==> src/rtl/regfile_2w2r_if.sv <==
// Bus bundle for the two-write / two-read register file: write ports 3/4,
// read ports 1/2, and the bulk-clear request/status pair.
interface regfile_2w2r_if #(
   parameter int WIDTH  = 8,
   parameter int ADDR_W = 3
);
   logic              we3;
   logic [ADDR_W-1:0] wa3;
   logic [WIDTH-1:0]  wd3;
   logic              we4;
   logic [ADDR_W-1:0] wa4;
   logic [WIDTH-1:0]  wd4;
   logic [ADDR_W-1:0] ra1;
   logic [ADDR_W-1:0] ra2;
   logic [WIDTH-1:0]  rd1;
   logic [WIDTH-1:0]  rd2;
   logic              clr;
   logic              busy;

   modport master (
      output we3, wa3, wd3, we4, wa4, wd4, ra1, ra2, clr,
      input  rd1, rd2, busy
   );

   modport slave (
      input  we3, wa3, wd3, we4, wa4, wd4, ra1, ra2, clr,
      output rd1, rd2, busy
   );
endinterface

==> src/rtl/regfile_2w2r.sv <==
// Parametrised register file: two write ports (port 4 wins collisions), two
// combinational read ports with optional bypass, optional zero register, bulk clear.
module regfile_2w2r #(
   parameter int WIDTH    = 8,
   parameter int ADDR_W   = 3,
   parameter bit ZERO_REG = 1'b1,
   parameter bit BYPASS   = 1'b1
) (
   input  logic           clk,
   input  logic           rst,
   regfile_2w2r_if.slave  bus
);

   localparam int DEPTH = 1 << ADDR_W;

   localparam logic [0:0] S_IDLE  = 1'b0;
   localparam logic [0:0] S_CLEAR = 1'b1;

   logic [0:0]        state_q, state_d;
   logic [ADDR_W-1:0] cnt_q, cnt_d;
   logic [WIDTH-1:0]  regs_q [DEPTH];
   logic [WIDTH-1:0]  regs_d [DEPTH];

   logic idle;
   logic we3_ok;
   logic we4_ok;

   assign idle   = (state_q == S_IDLE);
   assign we3_ok = idle && bus.we3 && !(ZERO_REG && bus.wa3 == '0);
   assign we4_ok = idle && bus.we4 && !(ZERO_REG && bus.wa4 == '0);

   // Clear sequencer: IDLE -> CLEAR on clr, then one register per cycle.
   always_comb begin
      // NOTE: every always_comb output gets a default first so no path leaves it unassigned (no latch).
      state_d = state_q;
      cnt_d   = cnt_q;
      if (state_q == S_IDLE) begin
         if (bus.clr) begin
            state_d = S_CLEAR;
            cnt_d   = '0;
         end
      end else begin
         cnt_d = cnt_q + ADDR_W'(1);
         if (cnt_q == ADDR_W'(DEPTH - 1)) begin
            state_d = S_IDLE;
            cnt_d   = '0;
         end
      end
   end

   always_comb begin
      regs_d = regs_q;
      if (state_q == S_IDLE) begin
         if (we3_ok) regs_d[bus.wa3] = bus.wd3;
         if (we4_ok) regs_d[bus.wa4] = bus.wd4;
      end else begin
         regs_d[cnt_q] = '0;
      end
   end

   // NOTE: sequential state uses non-blocking assignments so every register samples pre-edge values.
   always_ff @(posedge clk or posedge rst) begin
      if (rst) begin
         state_q <= S_IDLE;
         cnt_q   <= '0;
      end else begin
         state_q <= state_d;
         cnt_q   <= cnt_d;
      end
   end

   // NOTE: the storage array is reset because reset must read back all zeros without a clock.
   always_ff @(posedge clk or posedge rst) begin
      if (rst) begin
         for (int i = 0; i < DEPTH; i++) regs_q[i] <= '0;
      end else begin
         for (int i = 0; i < DEPTH; i++) regs_q[i] <= regs_d[i];
      end
   end

   // Port 4 is checked last so it has priority, matching the commit order above.
   function automatic logic [WIDTH-1:0] read_mux(
      input logic [ADDR_W-1:0] ra,
      input logic [WIDTH-1:0]  stored
   );
      logic [WIDTH-1:0] v;
      v = stored;
      if (BYPASS && idle && bus.we3 && bus.wa3 == ra) v = bus.wd3;
      if (BYPASS && idle && bus.we4 && bus.wa4 == ra) v = bus.wd4;
      if (ZERO_REG && ra == '0) v = '0;
      return v;
   endfunction

   assign bus.rd1  = read_mux(bus.ra1, regs_q[bus.ra1]);
   assign bus.rd2  = read_mux(bus.ra2, regs_q[bus.ra2]);
   assign bus.busy = (state_q == S_CLEAR);

endmodule

==> src/flat_wrapper.sv <==
// flat-port wrapper written by rule: the top's interface ports become plain ports
module regfile_2w2r_flat 
#(
   parameter int WIDTH    = 8,
   parameter int ADDR_W   = 3,
   parameter bit ZERO_REG = 1'b1,
   parameter bit BYPASS   = 1'b1
)
  (clk, rst, bus_we3, bus_wa3, bus_wd3, bus_we4, bus_wa4, bus_wd4, bus_ra1, bus_ra2, bus_clr, bus_rd1, bus_rd2, bus_busy);
  regfile_2w2r_if #(.WIDTH(WIDTH), .ADDR_W(ADDR_W)) bus_i ();
  input  logic clk;
  input  logic rst;
  input wire logic [$bits(bus_i.we3)-1:0] bus_we3;
  input wire logic [$bits(bus_i.wa3)-1:0] bus_wa3;
  input wire logic [$bits(bus_i.wd3)-1:0] bus_wd3;
  input wire logic [$bits(bus_i.we4)-1:0] bus_we4;
  input wire logic [$bits(bus_i.wa4)-1:0] bus_wa4;
  input wire logic [$bits(bus_i.wd4)-1:0] bus_wd4;
  input wire logic [$bits(bus_i.ra1)-1:0] bus_ra1;
  input wire logic [$bits(bus_i.ra2)-1:0] bus_ra2;
  input wire logic [$bits(bus_i.clr)-1:0] bus_clr;
  output wire logic [$bits(bus_i.rd1)-1:0] bus_rd1;
  output wire logic [$bits(bus_i.rd2)-1:0] bus_rd2;
  output wire logic [$bits(bus_i.busy)-1:0] bus_busy;
  assign bus_i.we3 = bus_we3;
  assign bus_i.wa3 = bus_wa3;
  assign bus_i.wd3 = bus_wd3;
  assign bus_i.we4 = bus_we4;
  assign bus_i.wa4 = bus_wa4;
  assign bus_i.wd4 = bus_wd4;
  assign bus_i.ra1 = bus_ra1;
  assign bus_i.ra2 = bus_ra2;
  assign bus_i.clr = bus_clr;
  assign bus_rd1 = bus_i.rd1;
  assign bus_rd2 = bus_i.rd2;
  assign bus_busy = bus_i.busy;
  regfile_2w2r #(.WIDTH(WIDTH), .ADDR_W(ADDR_W), .ZERO_REG(ZERO_REG), .BYPASS(BYPASS)) u_core (.clk(clk), .rst(rst), .bus(bus_i));
endmodule
==> config.mk <==
export PLATFORM = sky130hd
export DESIGN_NAME = regfile_2w2r_flat
export DESIGN_NICKNAME = d
export VERILOG_FILES = /design/src/rtl/regfile_2w2r_if.sv /design/src/rtl/regfile_2w2r.sv /design/src/flat_wrapper.sv
export SDC_FILE = /design/constraint.sdc
export NUM_CORES = 1
export LEC_CHECK = 0
export CAP_MARGIN = 30
export CORE_MARGIN = 1
export CORE_UTILIZATION = 57
export CTS_CLUSTER_SIZE = 8
export DETAILED_ROUTE_END_ITERATION = 6
export GPL_TIMING_DRIVEN = 1
export PLACE_DENSITY = 0.77
export RECOVER_POWER = 25
export SETUP_SLACK_MARGIN = 0.05
export SYNTH_ARGS = -nofsm -noshare
export SYNTH_HDL_FRONTEND = slang
export SYNTH_SLANG_ARGS = --single-unit
export TNS_END_PERCENT = 10
==> constraint.sdc <==
create_clock -name clk -period 5.35 [get_ports clk]
set_input_delay 0.8025 -clock clk [delete_from_list [all_inputs] [get_ports clk]]
set_output_delay 0.8025 -clock clk [all_outputs]
set_load 0.01 [all_outputs]
==> impl_metrics.tcl, run 1 <==
set metrics [dict create \
    final_core_util_pct 66.12 \
    hold_violations 0 \
    fin_crit_sh_pct 81.98 \
    num_rows 35 \
    core_um2 9328 \
    hold_class "reg2reg" \
    grt_max_degree 40 \
    start_util_pct 59.13 \
    p_clk_share_pct 22.5 \
    clock_tree.buffer_depth 2 \
    die_w_um 100.4 \
    syn_avg_cell_area_um2 8.754 \
    clk_latency_ps 360 \
    met2_usage_pct 55.53 \
    yosysWarnings 0 \
    cts_setup_buffers 0 \
    grt_pass1_vias 5002 \
    crit_path_start_kind "register" \
    endpoint "bus_busy" \
    worst_path_largest_cell_delay_ps 1250 \
    die_h_um 100.4 \
    route.detailed.drc 0 \
    cp-end-kind "output pin" \
    gp_congestion 1.009 \
    wl_per_cell_um 24.92 \
    cap_violations 2 \
    drt-total-wl_um 19260 \
    syn-num-nets 665 \
    ff2ff_path_depth 6 \
    violations "capacitance limit, slew limit" \
    cpMaxStageDelayCell "clkbuf_1" \
    drtIter0Drc 620 \
    tritoncts "yes" \
    grt.busiest_layer "met1" \
    arrival_ps 3580 \
    max-slew-margin-rel_pct -7.815 \
    r2r_end "u_core.regs_q[32]" \
    pwr-share-comb_pct 39.7 \
    ys_seq_area_share_pct 30.85 \
    p_int_mw 1.500 \
    syn_inst 630 \
    cts_hold_buf 0 \
    crit_chain "clkbuf_1 -> clkdlybuf4s50_1" \
    ys_types 49 \
    path_max_fanout 39 \
    ant_nets 0 \
    firstDrtPassIters 5 \
    r2r_start "u_core.bus.busy" \
    cts.repair.resized 0 \
    startpoint "u_core.bus.busy" \
    synth_edf_count 0 \
    finalCriticalPeriod_ps 4386 \
    synth-main-ff-cell "dfrtp_1" \
    num_vias 5451 \
    ys_ff_latch 68 \
    setup_viol 0 \
    ir_worst_vdd_uv 282.8 \
    met1_usage_pct 56.48 \
    pin_count 50 \
    grt-ovfl-total 0 \
    status "finished with violations" \
    rsz0062_at_grt "false" \
    tightest_slew_ps 1617 \
    cp_data_required_time_ps 4550 \
    dp_hpwl_um 13280 \
    antenna_found_initial 0 \
    grt.total_usage_pct 39.39 \
    p_sw_share_pct 41.74 \
    dieArea_um2 10070 \
    syn2layout_area_growth_pct 11.82 \
    grt_pass1_wl_um 29180 \
    port_buffers 49 \
    synthArstFlopShare_pct 100.0 \
    clk_pin_slew_ps 80 \
    path_class "reg2out" \
    fmax_mhz 228.0 \
    finClkSkew_ps 9.260 \
    layout-drive-gt1-share_pct 9.783 \
    num_antenna_cells 0 \
    cts-root-buf "clkbuf_8" \
    cts.htree.levels 3 \
    synth_area_um2 5515 \
    slew_viol_final 75 \
    fillers 788 \
    power.switching_mw 1.075 \
    p_seq_share_pct 37.8 \
    finalSetupTns_ps 0 \
    ff2ff_setup_slack_ps 1350 \
    p_leak_nw 2.575 \
    cts_buffers 9 \
    viasPerCell 7.052 \
    powerDensity_nw_per_um2 417.5 \
    clock-sinks 68 \
    grt_use_met3_pct 9.819 \
    fin_nets 675 \
    whs_ps 537.9 \
]
-- flip-flops by register name (all words and copies together) (netlist names) --
signal	flops
u_core.cnt_q	3
u_core.bus.busy	1
u_core.regs_q	64
-- placed cells by master (no fill, tap or decap), drive strengths merged, types with 4 or more instances in the layout --
| master | synthesis | layout |
|---|---|---|
| dfrtp | 68 | 68 |
| nor2 | 59 | 59 |
| nand2 | 55 | 55 |
| a21oi | 49 | 49 |
| clkdlybuf4s50 | 0 | 47 |
| and3 | 41 | 41 |
| a211oi | 40 | 40 |
| o31ai | 40 | 40 |
| mux2i | 32 | 32 |
| inv | 22 | 22 |
| o21ai | 20 | 20 |
| o32ai | 17 | 17 |
| mux4 | 16 | 16 |
| a22oi | 16 | 16 |
| o211ai | 16 | 16 |
| a311oi | 16 | 16 |
| nor2b | 14 | 14 |
| clkbuf | 15 | 10 |
| buf | 45 | 10 |
| and2 | 7 | 7 |
| xnor2 | 6 | 6 |
| xor2 | 6 | 6 |
| bufinv | 0 | 4 |
-- power groups by stage --
stage	clock network, mW	registers, mW	logic (mW)
2_1_floorplan	0	0.825	0.762
3_3_place_gp	0	0.953	0.976
3_5_place_dp	0	0.966	1.01
4_1_cts	0.577	0.957	1.01
5_1_grt	0.610	0.991	1.10
6_report	0.578	0.973	1.02
-- routing by layer --
metal	vias to the layer above	routed length [µm]
li1	2406	-
met1	2621	7651
met2	370	8096
met3	54	2662
met4	0	853
met5	-	0
-- synthesized netlist by cell type, types with 3 or more instances --
master / count / share of area, %
o32ai_1: 17 / 2.7
buf_4: 3 / 0.41
buf_1: 14 / 0.95
a22oi_1: 16 / 2.2
a21oi_1: 49 / 4.4
mux2i_1: 32 / 5.8
buf_6: 9 / 1.8
a211oi_1: 40 / 5.4
a311oi_1: 16 / 2.5
mux4_2: 16 / 6.5
clkbuf_1: 15 / 1.0
and3_1: 41 / 4.7
or3_1: 3 / 0.34
o211ai_1: 16 / 2.2
nor2b_1: 13 / 1.5
o21ai_0: 4 / 0.36
buf_2: 19 / 1.7
xor2_1: 5 / 0.79
nor2_1: 59 / 4.0
inv_1: 22 / 1.5
o21ai_2: 8 / 1.3
nand2_1: 51 / 3.5
nand2_2: 4 / 0.45
o31ai_1: 40 / 5.4
dfrtp_1: 68 / 31
xnor2_1: 6 / 0.95
and2_1: 7 / 0.79
o21ai_1: 8 / 0.73
-- per-stage QoR --
step           area, µm²  worst slack, ps  total power [mW]  instances
3_5_place_dp        5911             1102             1.971        758
4_1_cts             6172             1102             2.543        773
3_3_place_gp        5911             1147             1.929        758
5_1_grt             6167            738.9             2.705        773
6_report            6167            964.0             2.575        773
2_1_floorplan       5515             2597             1.587        630
-- cell type report --
class / instances / area (µm²) / area share (%)
sequential: 68 / 1702 / 27.59
tap: 129 / 161.4 / 2.617
clock inverter: 6 / 137.6 / 2.232
multi-input combinational: 480 / 3403 / 55.18
timing repair buffer: 59 / 556.8 / 9.028
clock buffer: 9 / 123.9 / 2.009
inverter: 22 / 82.58 / 1.339
-- kinds of logic (layout without fill, tap and decap cells) --
group	after synthesis	after routing	share of synthesized area, %
AOI/OAI and AO/OA	219	219	27.95
and+or+nand+nor	199	199	18.92
buffers and inverters	82	96	7.441
DFF	68	68	30.85
muxes	48	48	12.34
xor gates and xnor gates	12	12	2.042
adders and majority gates	2	2	0.4536
-- critical path, delay by kind of cell (launching register included) --
family,cells,cell delay [ps]
buf+inv,2,2010
flops,1,1200
-- how the worst min path moves through the flow --
stage	end	slack [ps]	start	depth (start not counted)
after global placement	u_core.regs_q[58]	500	u_core.regs_q[58]	1
final	u_core.regs_q[59]	540	u_core.regs_q[59]	1
after global routing	u_core.regs_q[57]	560	u_core.regs_q[57]	1
after CTS	u_core.regs_q[59]	540	u_core.regs_q[59]	1
after floorplan	u_core.regs_q[56]	480	u_core.regs_q[56]	1
after detailed placement	u_core.regs_q[58]	520	u_core.regs_q[58]	1
Note: power is estimated with default switching activity, not from simulation.
==> run 2: changes to the inputs <==
- CORE_UTILIZATION: 57 -> 53
- PLACE_DENSITY: 0.77 -> 0.75
- clock period: 5.35 -> 3.9 ns (I/O delays scaled with it)
==> impl_metrics.tcl, run 2 (synthesis gave the netlist of run 1 again) <==
set metrics [dict create \
    fin_nets 692 \
    hold_class "reg2reg" \
    drtIter0Drc 805 \
    ir_worst_vdd_uv 353.3 \
    num_antenna_cells 0 \
    largest-register "u_core.regs_q" \
    finalSetupTns_ps 0 \
    grt.total_usage_pct 36.96 \
    fin_cells 795 \
    finalCriticalPeriod_ps 3585 \
    cts_hold_buf 0 \
    multi_input_area_um2 3403 \
    arrival_ps 3000 \
    cts_setup_buffers 0 \
    firstDrtPassIters 7 \
    max-slew-margin-rel_pct -17.85 \
    place_area_um2 6036 \
    regArea_um2 1703 \
    grt_pass1_vias 5298 \
    syn2layout_area_growth_pct 13.29 \
    route.detailed.drc 0 \
    tightest_slew_ps 1768 \
    dieArea_um2 10820 \
    powerDensity_nw_per_um2 549.4 \
    hold_violations 0 \
    final_cell_mix "dfrtp_1 (67), nor2_1 (59), nand2_1 (51), a21oi_1 (49), clkdlybuf4s50_1 (46)" \
    clock_tree.buffer_depth 2 \
    pre_cts_ws_ps 370.3 \
    dp_hpwl_um 14180 \
    rsz0062_at_grt "false" \
    min_path_cells 2 \
    antenna_found_initial 0 \
    num_rows 36 \
    grt_pass1_wl_um 29990 \
    layout-drive-gt1-share_pct 12.69 \
    clk_latency_ps 370 \
    finClkSkew_ps 6.274 \
    core_um2 9910 \
    largest_reg_flops 64 \
    start_util_pct 55.66 \
    ant_nets 0 \
    layout_setup_ws_ps 314.6 \
    p_leak_nw 2.636 \
    path_max_fanout 13 \
    final_common_cell "dfrtp_1" \
    tritoncts "yes" \
    fillers 848 \
    ff2ff_path_depth 6 \
    clock-sinks 68 \
    wl_per_cell_um 24.72 \
    path_class "in2out" \
    cp-end-kind "output pin" \
    gp_congestion 1.036 \
    clk_pin_slew_ps 80 \
    die_w_um 104.0 \
    fin_crit_sh_pct 91.93 \
    port_buffers 49 \
    crit_path_start_kind "primary input" \
    status "finished with violations" \
    viasPerCell 7.092 \
    final_cell_area_um2 6248 \
    die_h_um 104.0 \
    cp_data_required_time_ps 3310 \
    pin_count 50 \
    num_vias 5638 \
    cts.repair.resized 0 \
    cap_violations 1 \
    cts.htree.levels 3 \
    cts_buffers 9 \
    whs_ps 536.5 \
    grt-ovfl-total 0 \
    drt-total-wl_um 19650 \
    dp.cells 779 \
    setup_viol 0 \
    slew_viol_final 69 \
    grt_max_degree 69 \
    fmax_mhz 278.9 \
    cts-root-buf "clkbuf_8" \
    violations "capacitance limit, slew limit" \
]
## run 2: cell type report
class / count / share of cell area, %
multi-input combinational: 480 / 54.47
tap: 133 / 2.663
sequential: 68 / 27.25
timing repair buffer: 76 / 10.85
inverter: 22 / 1.322
clock inverter: 7 / 1.462
clock buffer: 9 / 1.982
## run 2: critical path, stage by stage
cell	delay [ps]
clkdlybuf4s50_1	730
xnor2_1	350
and4_1	370
a21oi_1	110
a21oi_1	260
clkdlybuf4s50_1	590
## run 2: metrics by stage
| stage | power (mW) | util (%) |
|---|---|---|
| floorplan | 2.177 | - |
| global placement | 2.653 | 60.86 |
| detailed placement | 2.726 | 60.91 |
| CTS | 3.386 | 63.08 |
| global route | 3.610 | 63.06 |
| finish | 3.433 | 63.06 |
## run 2: final timing paths
| check | endpoint | slack, ps | startpoint |
|---|---|---|---|
| max | bus_rd2[7] | 310 | bus_ra2[1] |
| min | u_core.regs_q[33] | 540 | u_core.regs_q[33] |
| max reg2reg | u_core.regs_q[8] | 1070 | u_core.bus.busy |
| min reg2reg | u_core.regs_q[33] | 540 | u_core.regs_q[33] |
| max in group asynchronous | u_core.bus.busy | 1440 | rst |
| min in group asynchronous | u_core.regs_q[52] | 1270 | rst |
## run 2: where the power goes
part	total, mW	leakage (nW)	internal, mW	switching (mW)
clock network	0.655	0.109	0.357	0.298
registers	1.30	0.926	0.951	0.344
logic	1.48	1.60	0.630	0.853
## run 2: metal layers
layer  vias up  track usage [%]  routed length, µm
met4         0            20.82               1213
met1      2675            47.84               7429
met2       444            52.38               8166
li1       2437                -                  -
met5         -                0                  0
met3        82            14.54               2839
